--- config.mk ---
export PLATFORM = sky130hd
export DESIGN_NAME = mem_port_arbiter
export DESIGN_NICKNAME = d
export VERILOG_FILES = /design/src/rtl/mem_arb_pkg.sv /design/src/rtl/lane_align.sv /design/src/rtl/mem_port_arbiter.sv
export SDC_FILE = /design/constraint.sdc
export NUM_CORES = 1
export LEC_CHECK = 0
export CELL_PAD_IN_SITES_DETAIL_PLACEMENT = 1
export CELL_PAD_IN_SITES_GLOBAL_PLACEMENT = 1
export CORE_ASPECT_RATIO = 1.5
export CORE_MARGIN = 4
export CORE_UTILIZATION = 31
export CTS_CLUSTER_SIZE = 28
export DETAILED_ROUTE_END_ITERATION = 16
export PLACE_DENSITY_LB_ADDON = 0.1
export SLEW_MARGIN = 20
export SYNTH_ARGS = -nofsm -noshare
export SYNTH_HDL_FRONTEND = slang
export SYNTH_SLANG_ARGS = --single-unit
--- constraint.sdc ---
create_clock -name clk -period 2.25 [get_ports clk]
set_clock_uncertainty 0.1 [all_clocks]
set_input_delay 0.225 -clock clk [delete_from_list [all_inputs] [get_ports clk]]
set_output_delay 0.225 -clock clk [all_outputs]
set_load 0.05 [all_outputs]
--- src/rtl/mem_arb_pkg.sv ---
// Shared size codes, FSM state encoding and alignment helper for mem_port_arbiter.
package mem_arb_pkg;

    localparam logic [1:0] SZ_BYTE = 2'b00;
    localparam logic [1:0] SZ_HALF = 2'b01;
    localparam logic [1:0] SZ_WORD = 2'b10;

    typedef enum logic [1:0] {
        S_IDLE    = 2'b00,
        S_BUSY_IF = 2'b01,
        S_BUSY_D  = 2'b10,
        S_DONE    = 2'b11
    } state_e;

    // Size code 11 behaves as a word access.
    function automatic logic is_misaligned(input logic [1:0] size, input logic [1:0] addr_lo);
        case (size)
            SZ_BYTE: return 1'b0;
            SZ_HALF: return addr_lo[0];
            default: return |addr_lo;
        endcase
    endfunction

endpackage

--- src/rtl/lane_align.sv ---
// Byte-lane steering: byte enables, store data replication, load extract and extend.
module lane_align
    import mem_arb_pkg::*;
(
    input  logic [1:0]  size,
    input  logic [1:0]  addr_lo,
    input  logic        is_unsigned,
    input  logic [31:0] wdata,
    input  logic [31:0] rdata,
    output logic [3:0]  be,
    output logic [31:0] wdata_rep,
    output logic [31:0] ld_data
);

    logic [7:0]  b_sel;
    logic [15:0] h_sel;

    // Halves use addr[1] only, words ignore the low bits: truncated alignment.
    assign b_sel = rdata[{addr_lo, 3'b000} +: 8];
    assign h_sel = rdata[{addr_lo[1], 4'b0000} +: 16];

    always_comb begin
        be        = 4'b1111;
        wdata_rep = wdata;
        ld_data   = rdata;
        case (size)
            SZ_BYTE: begin
                be        = 4'b0001 << addr_lo;
                wdata_rep = {4{wdata[7:0]}};
                ld_data   = {{24{~is_unsigned & b_sel[7]}}, b_sel};
            end
            SZ_HALF: begin
                be        = 4'b0011 << {addr_lo[1], 1'b0};
                wdata_rep = {2{wdata[15:0]}};
                ld_data   = {{16{~is_unsigned & h_sel[15]}}, h_sel};
            end
            default: ;
        endcase
    end

endmodule

--- src/rtl/mem_port_arbiter.sv ---
// Two-port (fetch/data) arbiter onto a single memory port with bounded data priority.
// Define MISALIGN_TRAP_EN to add the misalign output and trap misaligned data accesses.
module mem_port_arbiter
    import mem_arb_pkg::*;
#(
    parameter int FAIR_LIMIT = 4
) (
    input  logic        clk,
    input  logic        reset,
    input  logic        if_req,
    input  logic [31:0] if_addr,
    output logic [31:0] if_rdata,
    output logic        if_ack,
    input  logic        d_req,
    input  logic        d_we,
    input  logic [1:0]  d_size,
    input  logic        d_unsigned,
    input  logic [31:0] d_addr,
    input  logic [31:0] d_wdata,
    output logic [31:0] d_rdata,
    output logic        d_ack,
    output logic        m_req,
    output logic        m_we,
    output logic [3:0]  m_be,
    output logic [31:0] m_addr,
    output logic [31:0] m_wdata,
    input  logic [31:0] m_rdata,
    input  logic        m_ready,
    output logic        stall
`ifdef MISALIGN_TRAP_EN
    ,
    output logic        misalign
`endif
);

    localparam int FW = $clog2(FAIR_LIMIT + 1);
    localparam logic [FW-1:0] FAIR_MAX = FW'(FAIR_LIMIT);

    state_e        state_q, state_d;
    logic [FW-1:0] fair_cnt;
    logic          grant_if, grant_d, trap, d_mis;
    logic          r_fetch, r_we, r_unsigned;
    logic [1:0]    r_size;
    logic [31:0]   r_addr, r_wdata;
    logic [3:0]    lane_be;
    logic [31:0]   lane_wdata, ld_data;

`ifdef MISALIGN_TRAP_EN
    logic mis_q;
    assign d_mis    = is_misaligned(d_size, d_addr[1:0]);
    assign misalign = mis_q;
`else
    assign d_mis = 1'b0;
`endif

    always_comb begin
        state_d  = state_q;
        grant_if = 1'b0;
        grant_d  = 1'b0;
        trap     = 1'b0;
        case (state_q)
            S_IDLE: begin
                if (if_req && (!d_req || fair_cnt == FAIR_MAX)) begin
                    grant_if = 1'b1;
                    state_d  = S_BUSY_IF;
                end else if (d_req) begin
                    grant_d = 1'b1;
                    trap    = d_mis;
                    state_d = d_mis ? S_DONE : S_BUSY_D;
                end
            end
            S_BUSY_IF, S_BUSY_D: if (m_ready) state_d = S_DONE;
            S_DONE:              state_d = S_IDLE;
            default:             state_d = S_IDLE;
        endcase
    end

    always_ff @(posedge clk) begin
        if (reset) begin
            state_q    <= S_IDLE;
            fair_cnt   <= '0;
            m_req      <= 1'b0;
            r_fetch    <= 1'b0;
            r_we       <= 1'b0;
            r_size     <= SZ_BYTE;
            r_unsigned <= 1'b0;
            r_addr     <= '0;
            r_wdata    <= '0;
            if_ack     <= 1'b0;
            d_ack      <= 1'b0;
            if_rdata   <= '0;
            d_rdata    <= '0;
`ifdef MISALIGN_TRAP_EN
            mis_q      <= 1'b0;
`endif
        end else begin
            state_q <= state_d;
            if_ack  <= 1'b0;
            d_ack   <= 1'b0;
`ifdef MISALIGN_TRAP_EN
            mis_q   <= trap;
`endif
            if (grant_if) begin
                fair_cnt   <= '0;
                r_fetch    <= 1'b1;
                r_we       <= 1'b0;
                r_size     <= SZ_WORD;
                r_unsigned <= 1'b0;
                r_addr     <= if_addr;
                r_wdata    <= '0;
                m_req      <= 1'b1;
            end
            if (grant_d) begin
                if (if_req && fair_cnt != FAIR_MAX) fair_cnt <= fair_cnt + 1'b1;
                r_fetch    <= 1'b0;
                r_we       <= d_we;
                r_size     <= d_size;
                r_unsigned <= d_unsigned;
                r_addr     <= d_addr;
                r_wdata    <= d_wdata;
                m_req      <= ~trap;
            end
            if (trap) begin
                d_ack   <= 1'b1;
                d_rdata <= '0;
            end
            // m_req is only ever high in the BUSY states, so m_ready is ignored elsewhere.
            if (m_req && m_ready) begin
                m_req <= 1'b0;
                if (r_fetch) begin
                    if_ack   <= 1'b1;
                    if_rdata <= m_rdata;
                end else begin
                    d_ack   <= 1'b1;
                    d_rdata <= r_we ? 32'h0 : ld_data;
                end
            end
        end
    end

    lane_align u_lane_align (
        .size        (r_size),
        .addr_lo     (r_addr[1:0]),
        .is_unsigned (r_unsigned),
        .wdata       (r_wdata),
        .rdata       (m_rdata),
        .be          (lane_be),
        .wdata_rep   (lane_wdata),
        .ld_data     (ld_data)
    );

    assign m_addr  = {r_addr[31:2], 2'b00};
    assign m_we    = m_req & r_we;
    assign m_be    = m_req ? lane_be : 4'h0;
    assign m_wdata = (m_req & r_we) ? lane_wdata : 32'h0;
    assign stall   = (if_req & ~if_ack) | (d_req & ~d_ack);

endmodule

==> metrics.txt <==
status finished clean; CTS tree yes; Period Utilization, post-route 0.938; via count 6477; Slew @ Worst Pin 0.569 ns; RR Endpoint d_rdata[9]; Fmax achieved approximately 0.47 GHz; Skew-Pair Late Insertion Delay ~0.42 ns; RD Place Congestion 0.786; Core Box Area 21000 µm²; final hold viol count 0; Worst Setup EP m_wdata[29]; Tmin final around 2.1 ns; cell area power density 1070 nW/µm²; CTS max path bufs 2; Flop pwr share 0.302; Pint 6.53 mW; fillcell total 2395; Slew Viols, Final 0; All-Layer GR Usage 0.207; multi-input logic area 3170 µm²; Combinational Power Share 0.445; Clock Pin Slew Worst Setup and Hold Paths ~0.06 ns; register area 2830 µm²; initial core utilization 0.314; crit path max fanout 10; # IOs 274; post-CTS setup buffer count 0; first-pass GRT wire length 38.5 mm; Final nets 1144; CP Capture Type output port; crit path DAT approximately 1.8 ns; First DRT Iteration DRCs around 370; area grow syn2layout 57.5%; Critical Path Most Common Cell nor2_1; DRT Pass-1 Iters 7; crit-path leading delay family flip-flops; async set-reset flop share out of synthesis 0; Die Y 187 µm; largest net degree at the start of global routing 96; total chip power ~11 mW; DR WL/cell about 20 µm; leak pwr 3.81 nW; Crit. Startpoint r_size[0]; Clock power frac 0.253; CTS Buf Count 17; register area share after synthesis 0.428; Yosys top cell by area dfxtp_1; CP peak stage delay 0.45 ns; Worst Path Required 1.92 ns; Critical Path Stages 6; Crit Path Class reg2out; RSZ-0062 raised after global routing no; syn avg cell area 8.47 µm²; clock sinks 141; Relative slew margins 0.619; Synth top area share 0.428; hpwl dp 18.8 mm; number of global-route vias before repair slightly below 7000; CP cell instances buf_6 > mux2i_2 > nor2_1 > a21oi_1 > nor2_1 > buf_12; final setup fails 0; share of cells above drive strength 1 0.113; top cells by area, synth dfxtp_1 (43%), mux2i_1 (8.3%), nor2_1 (6.5%); final setup margin between 0.1 and 0.15 ns; startpoint class of the critical path flop; MaxCap Viol Count 0; Hold Slack 0.0769 ns; DRC Markers 0; Worst R2R Setup Slack just over 0.4 ns; worst hold path type in2reg; Crit-path slowest cell dfxtp_2; initial antenna violation count 2; Antenna Nets Post-Route 0; peak supply drop 0.000561 V; DIE AREA roughly 24000 µm²; H-Tree Depth 4; Synth warnings 0; Root Driver clkbuf_16; Place WS about 0.2 ns; cells after synthesis 779; Buf/Inv on CP 2; mapped cell area around 6600 µm²; Sum Neg Setup Slack 0 ns; Die Wd about 130 µm; Sw Share 0.410; most frequent cells in the layout clkdlybuf4s50_1 (231), dfxtp_1 (139), nor2_1 (115), nand2_1 (95), a21oi_1 (56); Post-synth EDFFs 0; Yosys cell types 48; prevailing post-synth register cell dfxtp_1; commonest non-fill, non-tap cell in the layout clkdlybuf4s50_1; FF-to-FF path depth 4; synthesis-stage register bit count 141; reg2reg start r_addr[1]; Row Count 65; # port buffers 271; switching power total between 4 and 5 mW; gr ovfl total 0; total wire length roughly 25 mm; Vias/cell 5.04
[routing by layer]
metal,part of all wire,routed length (µm),global-route usage
met1,0.37,9140,0.209
met2,0.55,13800,0.399
met3,0.060,1490,0.0564
met4,0.023,571,0.0673
met5,0.00052,13,0
[flip-flops by register name (all words and copies together), names as in the netlist]
name        flops
r_unsigned      1
state_q         2
d_ack           1
if_ack          1
if_rdata       32
m_req           1
r_wdata        32
r_addr         32
r_fetch         1
d_rdata        32
r_size          2
r_we            1
fair_cnt        3
[power by group through the flow]
stage / registers, mW / clock network [mW] / logic [mW]
global placement: 3.38 / 0 / 4.91
finish: 3.34 / 2.80 / 4.93
CTS: 3.35 / 2.88 / 4.98
detailed placement: 3.39 / 0 / 4.96
global route: 3.42 / 2.99 / 5.26
floorplan: 3.58 / 0 / 3.25
[cells by family (layout without fill, tap and decap cells)]
family	count (synthesis)	count (layout)	share of synthesized area
buf+inv	116	351	0.0932
flops	141	141	0.428
other cells	1	4	0.000569
mux	57	57	0.0890
compound gates	195	195	0.210
fa+ha+maj	4	4	0.00759
simple gates	265	265	0.172
[worst min-delay path by stage]
stage,end,from,cells past startpoint,slack (ns)
3_3_place_gp,d_rdata[7],d_rdata[7],2,0.34
5_1_grt,if_rdata[7],reset,2,0.08
3_5_place_dp,d_rdata[13],d_rdata[13],2,0.35
2_1_floorplan,r_size[1],d_size[1],2,0.26
6_report,if_ack,reset,2,0.08
4_1_cts,if_ack,reset,2,0.06
[worst register-to-register path, cell delays in order (launching register included)]
cell and delay [ns]:
dfxtp_1 0.55, inv_1 0.30, a21o_1 0.31, a221oi_1 0.33
o21ai_0 0.12
[layout make-up]
cell class | count | area share
clock inverter | 12 | 0.0134
multi-input combinational | 523 | 0.305
inverter | 18 | 0.00650
sequential | 141 | 0.272
clock buffer | 19 | 0.0426
timing repair buffer | 302 | 0.327
antenna | 2 | 0.000482
tap | 268 | 0.0323
[stage by stage]
| stage | cell area [µm²] | util | std cells |
|---|---|---|---|
| finish | 10400 | 0.495 | 1285 |
| global placement | 9790 | 0.467 | 1252 |
| CTS | 10400 | 0.494 | 1283 |
| floorplan | 6600 | - | 780 |
| global route | 10400 | 0.495 | 1284 |
| detailed placement | 9790 | 0.467 | 1252 |
[Yosys cell counts (2+ instances only)]
library cell  number
dfxtp_1          141
nor2_1           115
nand2_1           95
a21oi_1           56
mux2i_1           55
buf_4             37
a22oi_1           35
clkbuf_1          35
a211oi_1          33
buf_2             20
nand2b_1          19
inv_1             18
a22o_1            16
o21ai_0           15
nor3_1            11
a32oi_1            9
and3_1             9
a221oi_1           7
a32o_1             7
buf_1              4
ha_1               4
nand3_1            4
nor2b_1            3
o21a_1             3
buf_6              2
nor3b_1            2
o211ai_1           2
o21ai_1            2
[repair_timing]
| action | CTS | global route |
|---|---|---|
| gates resized for setup | 1 | 2 |
| endpoints found under the hold margin | 0 | 0 |
| setup endpoints to repair | 6 | 3 |
| pin swaps | 0 | 0 |
| hold buffers | 0 | 0 |
(Power assumes the default switching activity.)
